<file path="config.mk">
export PLATFORM = sky130hd
export DESIGN_NAME = store_buffer
export DESIGN_NICKNAME = d
export VERILOG_FILES = /design/src/rtl/sb_pkg.sv /design/src/rtl/sb_match.sv /design/src/rtl/store_buffer.sv
export SDC_FILE = /design/constraint.sdc
export NUM_CORES = 1
export LEC_CHECK = 0
export CORE_ASPECT_RATIO = 2
export CORE_MARGIN = 2
export CORE_UTILIZATION = 52
export DETAILED_ROUTE_END_ITERATION = 16
export HOLD_SLACK_MARGIN = 0.03
export PLACE_DENSITY = 0.8
export RECOVER_POWER = 50
export SYNTH_ARGS = -nofsm -noshare
export SYNTH_HDL_FRONTEND = slang
export SYNTH_HIERARCHICAL = 1
export SYNTH_SLANG_ARGS = --single-unit
</file>
<file path="constraint.sdc">
create_clock -name clock -period 3.31 [get_ports clock]
set_input_delay 0.331 -clock clock [delete_from_list [all_inputs] [get_ports clock]]
set_output_delay 0.331 -clock clock [all_outputs]
set_load 0.02 [all_outputs]
</file>
<file path="src/rtl/sb_pkg.sv">
// Store buffer shared types: FSM state encoding, default geometry, entry payload.
package sb_pkg;

  localparam int unsigned SB_DEPTH_DEF  = 4;
  localparam int unsigned SB_ADDR_W_DEF = 32;
  localparam int unsigned SB_DATA_W     = 32;

  typedef enum logic [1:0] {
    ST_IDLE  = 2'd0,
    ST_DRAIN = 2'd1,
    ST_LOAD  = 2'd2
  } sb_state_e;

  // Address field is sized to the default word-address width.
  typedef struct packed {
    logic [SB_ADDR_W_DEF-1:0] addr;
    logic [SB_DATA_W-1:0]     data;
  } sb_entry_t;

endpackage

</file>
<file path="src/rtl/sb_match.sv">
// Youngest-first address match over the live store-buffer entries.
// Returns the slot index of the most recently enqueued entry whose address
// equals i_addr. Only instantiated when STORE_FWD_EN is defined.
module sb_match #(
  parameter int unsigned DEPTH  = 4,
  parameter int unsigned ADDR_W = 32
) (
  input  logic [ADDR_W-1:0]        i_addrs [DEPTH],
  input  logic [$clog2(DEPTH)-1:0] i_tail,
  input  logic [$clog2(DEPTH):0]   i_count,
  input  logic [ADDR_W-1:0]        i_addr,
  output logic                     o_hit,
  output logic [$clog2(DEPTH)-1:0] o_idx
);

  localparam int unsigned PTR_W = $clog2(DEPTH);
  localparam int unsigned CNT_W = PTR_W + 1;

  // Scan oldest-to-youngest so the youngest match is the last one written.
  always_comb begin
    logic [PTR_W-1:0] v_idx;
    o_hit = 1'b0;
    o_idx = '0;
    v_idx = '0;
    for (int k = int'(DEPTH) - 1; k >= 0; k--) begin
      v_idx = PTR_W'(i_tail - PTR_W'(k) - PTR_W'(1));
      if ((CNT_W'(k) < i_count) && (i_addrs[v_idx] == i_addr)) begin
        o_hit = 1'b1;
        o_idx = v_idx;
      end
    end
  end

endmodule

</file>
<file path="src/rtl/store_buffer.sv">
// Store buffer between the memory stage and a single-port dmem.
// Stores are queued in a circular FIFO and drained to dmem in program order;
// loads either wait for the buffer to empty (default) or, with STORE_FWD_EN
// defined, take data from the youngest matching entry and bypass
// non-matching stores on a miss.
module store_buffer
  import sb_pkg::*;
#(
  parameter int unsigned DEPTH  = SB_DEPTH_DEF,
  parameter int unsigned ADDR_W = SB_ADDR_W_DEF
) (
  input  logic              clock,
  input  logic              reset,
  input  logic [ADDR_W-1:0] cpu_addr,
  input  logic [31:0]       cpu_data,
  input  logic              cpu_wren,
  input  logic              cpu_rden,
  output logic [31:0]       cpu_q,
  output logic              cpu_stall,
  output logic              mem_req,
  output logic              mem_wren,
  output logic [ADDR_W-1:0] mem_addr,
  output logic [31:0]       mem_wdata,
  input  logic              mem_ack,
  input  logic [31:0]       mem_q
);

  localparam int unsigned PTR_W = $clog2(DEPTH);
  localparam int unsigned CNT_W = PTR_W + 1;

  sb_entry_t        r_entry [DEPTH];
  logic [PTR_W-1:0] r_head;
  logic [PTR_W-1:0] r_tail;
  logic [CNT_W-1:0] r_count;
  sb_state_e        r_state;
  sb_state_e        w_state_nxt;

  logic        w_full;
  logic        w_load_req;
  logic        w_fwd_hit;
  logic [31:0] w_fwd_data;
  logic        w_load_miss;
  logic        w_load_go;
  logic        w_load_done;
  logic        w_enq;
  logic        w_pop;

  assign w_full      = (r_count == CNT_W'(DEPTH));
  assign w_load_req  = cpu_rden & ~cpu_wren;
  assign w_load_done = (r_state == ST_LOAD) & mem_ack;

`ifdef STORE_FWD_EN
  logic [ADDR_W-1:0] w_match_addr [DEPTH];
  logic              w_match_hit;
  logic [PTR_W-1:0]  w_match_idx;

  // Present the stored addresses to the comparator bank.
  always_comb begin
    for (int i = 0; i < int'(DEPTH); i++) begin
      w_match_addr[i] = ADDR_W'(r_entry[i].addr);
    end
  end

  sb_match #(
    .DEPTH  (DEPTH),
    .ADDR_W (ADDR_W)
  ) u_match (
    .i_addrs (w_match_addr),
    .i_tail  (r_tail),
    .i_count (r_count),
    .i_addr  (cpu_addr),
    .o_hit   (w_match_hit),
    .o_idx   (w_match_idx)
  );

  assign w_fwd_hit   = w_load_req & w_match_hit;
  assign w_fwd_data  = r_entry[w_match_idx].data;
  assign w_load_miss = w_load_req & ~w_match_hit;
  assign w_load_go   = w_load_miss;
`else
  assign w_fwd_hit   = 1'b0;
  assign w_fwd_data  = '0;
  assign w_load_miss = w_load_req;
  assign w_load_go   = w_load_req & (r_count == '0);
`endif

  // Stall on a full buffer (even if a drain ack lands this cycle) or an
  // outstanding load miss until its data returns; forced low in reset.
  assign cpu_stall = reset & ((cpu_wren & w_full) | (w_load_miss & ~w_load_done));

  assign w_enq = cpu_wren & ~cpu_stall;
  assign w_pop = (r_state == ST_DRAIN) & mem_ack;

  // Load data: dmem return on LOAD completion, otherwise forwarded entry.
  always_comb begin
    cpu_q = '0;
    if (w_load_done) begin
      cpu_q = mem_q;
    end else if (w_fwd_hit) begin
      cpu_q = w_fwd_data;
    end
  end

  // dmem request decode straight from the state register.
  always_comb begin
    mem_req   = 1'b0;
    mem_wren  = 1'b0;
    mem_addr  = '0;
    mem_wdata = '0;
    case (r_state)
      ST_DRAIN: begin
        mem_req   = 1'b1;
        mem_wren  = 1'b1;
        mem_addr  = ADDR_W'(r_entry[r_head].addr);
        mem_wdata = r_entry[r_head].data;
      end
      ST_LOAD: begin
        mem_req  = 1'b1;
        mem_addr = cpu_addr;
      end
      default: ;
    endcase
  end

  // Next-state: a pending load takes priority over draining.
  always_comb begin
    w_state_nxt = r_state;
    case (r_state)
      ST_IDLE: begin
        if (w_load_go) begin
          w_state_nxt = ST_LOAD;
        end else if (r_count != '0) begin
          w_state_nxt = ST_DRAIN;
        end
      end
      ST_DRAIN: if (mem_ack) w_state_nxt = ST_IDLE;
      ST_LOAD:  if (mem_ack) w_state_nxt = ST_IDLE;
      default:  w_state_nxt = ST_IDLE;
    endcase
  end

  // State register.
  always_ff @(posedge clock or negedge reset) begin
    if (!reset) begin
      r_state <= ST_IDLE;
    end else begin
      r_state <= w_state_nxt;
    end
  end

  // FIFO pointers and occupancy; simultaneous push and pop keep count.
  always_ff @(posedge clock or negedge reset) begin
    if (!reset) begin
      r_head  <= '0;
      r_tail  <= '0;
      r_count <= '0;
    end else begin
      if (w_enq) r_tail <= r_tail + PTR_W'(1);
      if (w_pop) r_head <= r_head + PTR_W'(1);
      case ({w_enq, w_pop})
        2'b10:   r_count <= r_count + CNT_W'(1);
        2'b01:   r_count <= r_count - CNT_W'(1);
        default: r_count <= r_count;
      endcase
    end
  end

  // Entry storage; occupancy alone defines which slots are live.
  always_ff @(posedge clock) begin
    if (w_enq) begin
      r_entry[r_tail] <= '{addr: SB_ADDR_W_DEF'(cpu_addr), data: cpu_data};
    end
  end

endmodule

</file>
After elaboration in Yosys (flattened, before gate mapping) --
Memory sizes are Yosys's and may differ from the RTL's. Cells that the tools add are included.
Storage, ports and cells: register bits 9, bits of input ports 101, memory bits (writable) 256, memories kept 1, logic and storage cells 46, output and inout port bits 99
Cells by class: bitwise operators 12, reductions and logical operators 6, equality and inequality tests 7, $add $sub $neg 4, mux-type cells 12
Memory list:
- r_entry | words 4, width 64, read ports 1, clocked after Yosys merged registers in 0, wr ports 1, line store_buffer.sv:31 | sb_entry_t r_entry [DEPTH];
Operator list (number):
- two-way mux 32 bit | 2
- case mux 32 bit (2 select lines) | 1
- AND 1 bit | 8
- two-way mux 2 bit | 3
- case mux 3 bit (2 select lines) | 1
- adder 2 x 1 -> 2 bit, second input constant | 2
- equality test 2 x 1 -> 1 bit, second input constant | 2
- equality test 2 bit, second input constant | 2
- two-way mux 1 bit | 4
- case mux 2 bit (2 select lines) | 1
- adder 3 x 1 -> 3 bit, second input constant | 1
- equality test 3 bit, second input constant | 1
- logical NOT 3 bit | 1
- inequality test 3 bit, second input constant | 1
- NOT 1 bit | 3
- nonzero test 3 bit | 1
- subtractor 3 x 1 -> 3 bit, second input constant | 1
- logical NOT 2 bit | 1
- inequality test 2 x 1 -> 1 bit, second input constant | 1
- AND reduction 2 bit | 1
- nonzero test 2 bit | 1
- OR reduction 2 bit | 1
- bitwise OR 1 bit | 1

Longest topological paths before layout --
Gate-level depths: netlist (run 1).
depth after elaboration 10, gate-level depth with buffers 9, mapped depth without buffers 9

Least setup slack after synthesis (run 1) --
OpenSTA, ideal clock, no wires.
path kind register -> register, start point reg r_count[0], end point mem r_entry[0][0] (netlist bit), enable pin, path slack 0.496 ns, clock period less this slack 2.814 ns, data required time 2.881 ns, arrival 2.385 ns, library setup time 0.429 ns, stages on the path, launching flop included 4, buffers on the path 0, path through dfrtp_1 nor2_1 a31oi_1 and2_1
On the way: word-level cells in the longest chain between the ends 8
RTL lines:
- start, declared | line store_buffer.sv:34 | logic [CNT_W-1:0] r_count;
- start signal, assigned | line store_buffer.sv:161 | 2'b10: r_count <= r_count + CNT_W'(1);
- start signal, assigned | line store_buffer.sv:162 | 2'b01: r_count <= r_count - CNT_W'(1);
- start signal, assigned | line store_buffer.sv:163 | default: r_count <= r_count;
- equality test 3 bit | line store_buffer.sv:48 | assign w_full = (r_count == CNT_W'(DEPTH));
- AND 1 bit | line store_buffer.sv:89 | assign cpu_stall = reset & ((cpu_wren & w_full) | (w_load_miss & ~w_load_done));
- bitwise OR 1 bit | line store_buffer.sv:89
- AND 1 bit | line store_buffer.sv:89
- NOT 1 bit | line store_buffer.sv:91 | assign w_enq = cpu_wren & ~cpu_stall;
- AND 1 bit | line store_buffer.sv:91
- two-way mux 1 bit | line store_buffer.sv:170 | if (w_enq) begin
- two-way mux 1 bit (implied by the code) | line store_buffer.sv:171 | r_entry[r_tail] <= '{addr: SB_ADDR_W_DEF'(cpu_addr), data: cpu_data};
- end, declared | line store_buffer.sv:31
Every way passes these cells.

Worst setup path in the final report (run 1) --
start point reg r_head[0], end point out mem_wdata[26]
On the way: word-level cells in the longest chain between the ends 2
RTL lines:
- start, declared | line store_buffer.sv:32 | logic [PTR_W-1:0] r_head;
- start signal, assigned | line store_buffer.sv:159 | if (w_pop) r_head <= r_head + PTR_W'(1);
- memory read (4 x 64 bit)
- two-way mux 32 bit | line store_buffer.sv:110 | case (r_state)
- end, declared | line store_buffer.sv:23 | output logic [31:0] mem_wdata,
Every way passes these cells.

==> results of run 1 <==
==> stage by stage <==
step	std cells	setup WS, ns	cell area [um2]
CTS	1063	0.143	13800
global placement	1024	0.707	13100
global route	1065	0.0645	13800
detailed placement	1024	0.630	13100
finish	1065	0.212	13800
floorplan	573	0.496	10700
==> final timing paths <==
check | slack, ns | startpoint | endpoint
setup / recovery | 0.21 | r_head[0] | mem_wdata[26]
hold / removal | 0.35 | reset | r_head[1]
setup reg to reg | 0.28 | r_count[0] | r_entry[3][11]
hold reg to reg | 0.55 | r_count[2] | r_count[2]
max in group asynchronous | 2.57 | reset | r_head[1]
min in group clock | 0.54 | cpu_data[27] | r_entry[1][27]
==> power groups by stage <==
stage          clock network, uW  logic [uW]  registers, uW
2_1_floorplan                  0        2830           4640
3_3_place_gp                   0        4280           4760
3_5_place_dp                   0        4370           4820
4_1_cts                     2650        4400           4750
5_1_grt                     2770        4590           4810
6_report                    2600        4300           4740
==> layout make-up <==
class                      count  area (um2)
antenna                        2        5.00
timing repair buffer         219        2230
fill                        1370        6570
clock buffer                  24         579
clock inverter                15         149
sequential                   265        7920
multi-input combinational    265        2560
inverter                       9        33.8
tap                          266         333
==> worst register-to-register path, delay by kind of cell (launching register included) <==
kind	cells	cell delay [ns]
and+or+nand+nor	2	1.28
DFF	1	0.42
AOI/OAI and AO/OA	1	0.57
buffers and inverters	1	0.45
==> state kept, by name, summed over array words and instances (netlist names) <==
name	count
r_entry	256
r_count	3
r_head	2
r_state	2
r_tail	2
==> layout by cell type, fill, tap and decap left out, types with 4 or more instances in the layout <==
cell type        synthesis  final
o22ai_1                 33     33
clkdlybuf4s50_1          0    134
mux2i_1                 64     64
clkbuf_16                0     23
a21o_1                  32     32
dlygate4sd3_1            0     65
and2_1                  38     34
mux4_1                   5      5
dfrtp_1                  9      7
edfxtp_1               256    256
buf_4                    4     12
clkinv_2                 0      4
buf_12                   3      7
clkinv_1                 0      6
and3_1                  32     32
inv_1                    9      9
mux4_2                  27     27
ha_1                     8      8
==> cells by family (layout without fill, tap and decap cells) <==
group	Yosys count	count (layout)	share of synthesized area
other	0	2	0
buffers and inverters	43	267	0.0232
xor gates and xnor gates	6	6	0.00491
DFF	265	265	0.738
and+or+nand+nor	82	82	0.0471
AOI/OAI and AO/OA	71	71	0.0453
adders and majority gates	9	9	0.0112
muxes	97	97	0.130
==> metal layers <==
layer / share of wire / vias to the layer above / routed length, um / GRT usage
met4: 0.026 / 0 / 579 / 0.0567
met2: 0.57 / 233 / 12800 / 0.395
met3: 0.061 / 47 / 1390 / 0.0337
met1: 0.35 / 3044 / 7830 / 0.231
li1: - / 2705 / - / -
met5: 0 / - / 0 / 0
==> impl_metrics.yaml, run 1 <==
die:
  io_pins: 200
  core_mm2: 0.0204
  die_w_um: 106
  fp.dieH_um: 207
  dieArea_mm2: 0.0218
  initial_core_util: 0.526
  fp-row-count: 74
routing:
  drt_wl_total_mm: 22.6
  ant_nets: 0
  vias: 6029
  drcViolationCount: 0
  drt-initial-drc-count: 307
  avgRoutedWirePerCell_um: 21.3
  vias_per_cell: 5.66
  drt-pass1-iter-count: 4
worst_setup_path:
  cp-start-kind: "register"
  r2r.worst_path.cells: 4
  crit_chain: "buf_12, mux4_2, and2_1, clkdlybuf4s50_1"
  critPathTopFamily: "buffers and inverters"
  cp_slowest_cell: "dfrtp_2"
  critPathCaptureType: "output port"
  cp.buffers_inverters: 2
  crit_required_ns: 2.98
  critPathMaxStageDelay_ns: 0.71
  path_depth: 4
  criticalPathCategory: "reg2out"
  arrival_ns: 2.77
  critPathMaxFanout: 21
clocking:
  cts_setup_buffers: 0
  cts_hold_buf: 0
  clock_sinks: 265
  clock_latency_ns: 0.50
  ctsHtreeMaxLevel: 1
  cts-root-buf: "clkbuf_16"
  clk_pin_slew_ns: 0.07
  numCtsBuffers: 22
  cts_buffer_depth: 3
  post_cts_resized: 0
  cts_tree: "yes"
power:
  vdd_drop_max_v: 0.000598
  p_switching_uw: 3650
  powerDensity_mw_per_mm2: 844
  leakagePower_uw: 0.00511
  swShare: 0.313
  p_int_uw: 7990
  finalPower_uw: 11600
  p_seq_frac: 0.408
  comb_power_share: 0.369
  p_clk_frac: 0.223
synth:
  syn_avg_cell_area_um2: 18.7
  synth_most_common_cell: "edfxtp_1"
  netlist_area_mm2: 0.0107
  yosysWarningCount: 6
  synth_fp_nets: 683
  synth_edf_count: 256
  yosysUniqueCellTypes: 32
  yosysSeqAreaShare: 0.738
  syn-instance-count: 573
  async_reset_ff_frac: 0.0340
  synth_seq_cells: 265
  synth_top_area_cell: "edfxtp_1"
  synth_commonest_cells: "edfxtp_1, mux2i_1, and2_1"
  ys_top_cells_by_area: "edfxtp_1, mux2i_1, mux4_2, a21o_1, and2_1"
  synth_top_area_share: 0.717
  synthFlopType: "edfxtp_1"
timing:
  min_period_ns: 3.10
  maxSlewViolCount: 0
  whs_ns: 0.352
  relSlewSlack: 0.0196
  hold_viol: 0
  fin_skew_ns: 0.00678
  rsz0062_at_grt: "false"
  max_slew.worst_pin.slew_ns: 1.47
  clock.fmax_mhz: 323
  fin_crit_sh: 0.936
  setup_total_negative_slack_ns: 0
  finalSetupViolations: 0
global_route:
  grt_pass1_vias: 6474
  overflow: 0
  grt_use_total: 0.206
  grt_max_degree: 35
  antenna_found_initial: 5
  grt_pass1_wl_mm: 35.2
cells_and_area:
  drive_above_1_share: 0.104
  layout.nets: 892
  fin_util: 0.677
  syn_to_final_growth_pct: 28.8
placed_design:
  port_buffers: 199
  dp_hpwl_mm: 14.9
  gp_congestion: 0.797
job:
  cap_violations: 0
hold_path:
  hold_path_class: "in2async"
status:
  run_status: "finished clean"
Note: power is estimated with default switching activity, not from simulation.
==> run 2, diff against run 1 <==
--- a/constraint.sdc
+++ b/constraint.sdc
@@ -3,2 +3,2 @@
 set_output_delay 0.331 -clock clock [all_outputs]
-set_load 0.02 [all_outputs]
+set_load 0.01 [all_outputs]
==> run 2 against run 1 <==
Net effect:
- clock-buffer cell count increased by 2
- register-to-register slack improved by 0.03 ns
- routed wire length decreased by 0.48%
- total power decreased by 5.6%
- hold slack improved by 0.039 ns
- non-clock buffer count unchanged
- cell count unchanged
- critical path depth increased by 1
- sequential share of layout area increased by 0.40 points
- critical path type unchanged
- critical endpoint is now mem_addr[14]
- largest power group unchanged
- highest routed layer unchanged
==> impl_metrics.yaml, run 2 (same netlist as run 1, synthesis figures left out) <==
timing:
  relSlewSlack: 0.0400
  fin_skew_ns: 0.00831
  clock.fmax_mhz: 329
  rsz0062_at_grt: "false"
  maxSlewViolCount: 0
  hold_viol: 0
  max_slew.worst_pin.slew_ns: 1.44
  finalSetupViolations: 0
  setup_total_negative_slack_ns: 0
  fin_crit_sh: 0.917
  min_period_ns: 3.04
power:
  p_int_uw: 7730
  powerDensity_mw_per_mm2: 802
  vdd_drop_max_v: 0.000510
  p_switching_uw: 3260
  swShare: 0.297
  leakagePower_uw: 0.00507
  p_seq_frac: 0.435
  p_clk_frac: 0.208
  comb_power_share: 0.357
global_route:
  grt_busiest_layer: "met2"
  use_met3: 0.0312
  grt_use_total: 0.207
  overflow: 0
  met1_usage: 0.233
  antenna_found_initial: 7
  grt_pass1_wl_mm: 35.2
  grt_max_degree: 65
  met2_usage: 0.389
  grt_pass1_vias: 6338
clocking:
  numCtsBuffers: 21
  cts-root-buf: "clkbuf_16"
  ctsHtreeMaxLevel: 1
  cts_tree: "yes"
  cts_buffer_depth: 3
  post_cts_resized: 0
  cts_hold_buf: 0
  clock_latency_ns: 0.49
  clk_pin_slew_ns: 0.07
  clock_sinks: 265
  cts_setup_buffers: 0
worst_setup_path:
  cp_slowest_cell: "dfrtp_4"
  path_depth: 5
  critPathMaxFanout: 42
  cp-start-kind: "register"
  worstReg2RegEnd: "r_entry[1][26]"
  cp.buffers_inverters: 2
  critPathMaxStageDelay_ns: 0.88
  rrSetupSlack_ns: 0.31
  crit_required_ns: 2.98
  rr_startpoint: "r_count[0]"
  criticalPathCategory: "reg2out"
  critPathTopFamily: "flip-flops"
  crit_chain: "buf_12, mux2i_1, o22ai_1, a21o_1, clkdlybuf4s50_1"
  critPathCaptureType: "output port"
  arrival_ns: 2.71
  r2r.worst_path.cells: 4
cells_and_area:
  syn_to_final_growth_pct: 27.9
  nFillCells: 1389
  final_cell_mix: "edfxtp_1, clkdlybuf4s50_1, dlygate4sd3_1, mux2i_1, and2_1"
  final_cells: 1065
  regMostFlops: "r_entry"
  layout.nets: 891
  top_regs: "r_entry x256, r_count x3"
  largest_reg_flops: 256
  drive_above_1_share: 0.103
  layout_commonest_cell: "edfxtp_1"
die:
  fp-row-count: 74
  io_pins: 200
  core_mm2: 0.0204
  fp.dieH_um: 207
  die_w_um: 106
  initial_core_util: 0.526
  dieArea_mm2: 0.0218
routing:
  drt-pass1-iter-count: 5
  vias: 5946
  drt_wl_total_mm: 22.5
  drt-initial-drc-count: 347
  avgRoutedWirePerCell_um: 21.2
  vias_per_cell: 5.58
  ant_nets: 0
  drcViolationCount: 0
placed_design:
  dp_hpwl_mm: 14.8
  gp_congestion: 0.813
  port_buffers: 199
  placedCellCount: 1024
job:
  cap_violations: 0
status:
  run_status: "finished clean"
hold_path:
  hold_path_class: "in2async"
## run 2: cell types whose count changed in the layout (fill, tap and decap cells not counted), moves of 2 or more
cell,change
bufinv_16,-3
clkbuf_8,+3
clkbuf_16,-2
diode_2,+3
clkinv_1,-2
## run 2: routing by layer
| layer | vias up | wire [um] | part of all wire |
|---|---|---|---|
| met5 | - | 0 | 0 |
| met4 | 0 | 752 | 0.033 |
| met3 | 44 | 1240 | 0.055 |
| met2 | 242 | 12600 | 0.56 |
| met1 | 2964 | 7940 | 0.35 |
| li1 | 2696 | - | - |
## run 2: area by class of cell
cell class | count | area, um2 | area share
well taps | 266 | 333 | 0.0243
clock buffers | 26 | 574 | 0.0419
diodes | 5 | 12.5 | 0.000913
flip-flops and latches | 265 | 7920 | 0.578
inverters | 9 | 33.8 | 0.00247
clock inverters | 10 | 48.8 | 0.00356
repair buffers | 219 | 2230 | 0.162
multi-input cells | 265 | 2560 | 0.187
## run 2: worst max-delay path by stage
stage	from	endpoint	slack, ns
after global placement	r_head[1]	mem_addr[17]	0.76
final	r_head[1]	mem_addr[14]	0.27
after floorplan	r_count[0]	r_entry[0][0]	0.50
after detailed placement	cpu_wren	r_entry[2][5]	0.70
after CTS	r_head[0]	mem_wdata[26]	0.22
after global routing	r_count[0]	r_entry[1][18]	0.07
## run 2: stage by stage
stage | hold slack, ns | area [um2] | util | worst slack [ns] | total power (uW)
6_report | 0.392 | 13700 | 0.673 | 0.273 | 11000
5_1_grt | 0.458 | 13700 | 0.673 | 0.0698 | 11500
4_1_cts | 0.172 | 13700 | 0.673 | 0.222 | 11100
3_5_place_dp | 0.521 | 13100 | 0.642 | 0.697 | 8830
3_3_place_gp | 0.501 | 13100 | 0.642 | 0.764 | 8690
2_1_floorplan | 0.0354 | 10700 | - | 0.496 | 7120
## run 2: power groups by stage
stage               combinational (uW)  clock, uW  sequential (uW)
CTS                               4010       2340             4780
detailed placement                3980          0             4850
finish                            3920       2290             4780
global placement                  3900          0             4790
global route                      4210       2460             4840
floorplan                         2480          0             4640
==> run 3, diff against run 2 <==
SLEW_MARGIN = 5   (was unset)
TNS_END_PERCENT = 10   (was unset)
==> results of run 3 <==
Final layout, timing and power as in run 2 (identical DEF).
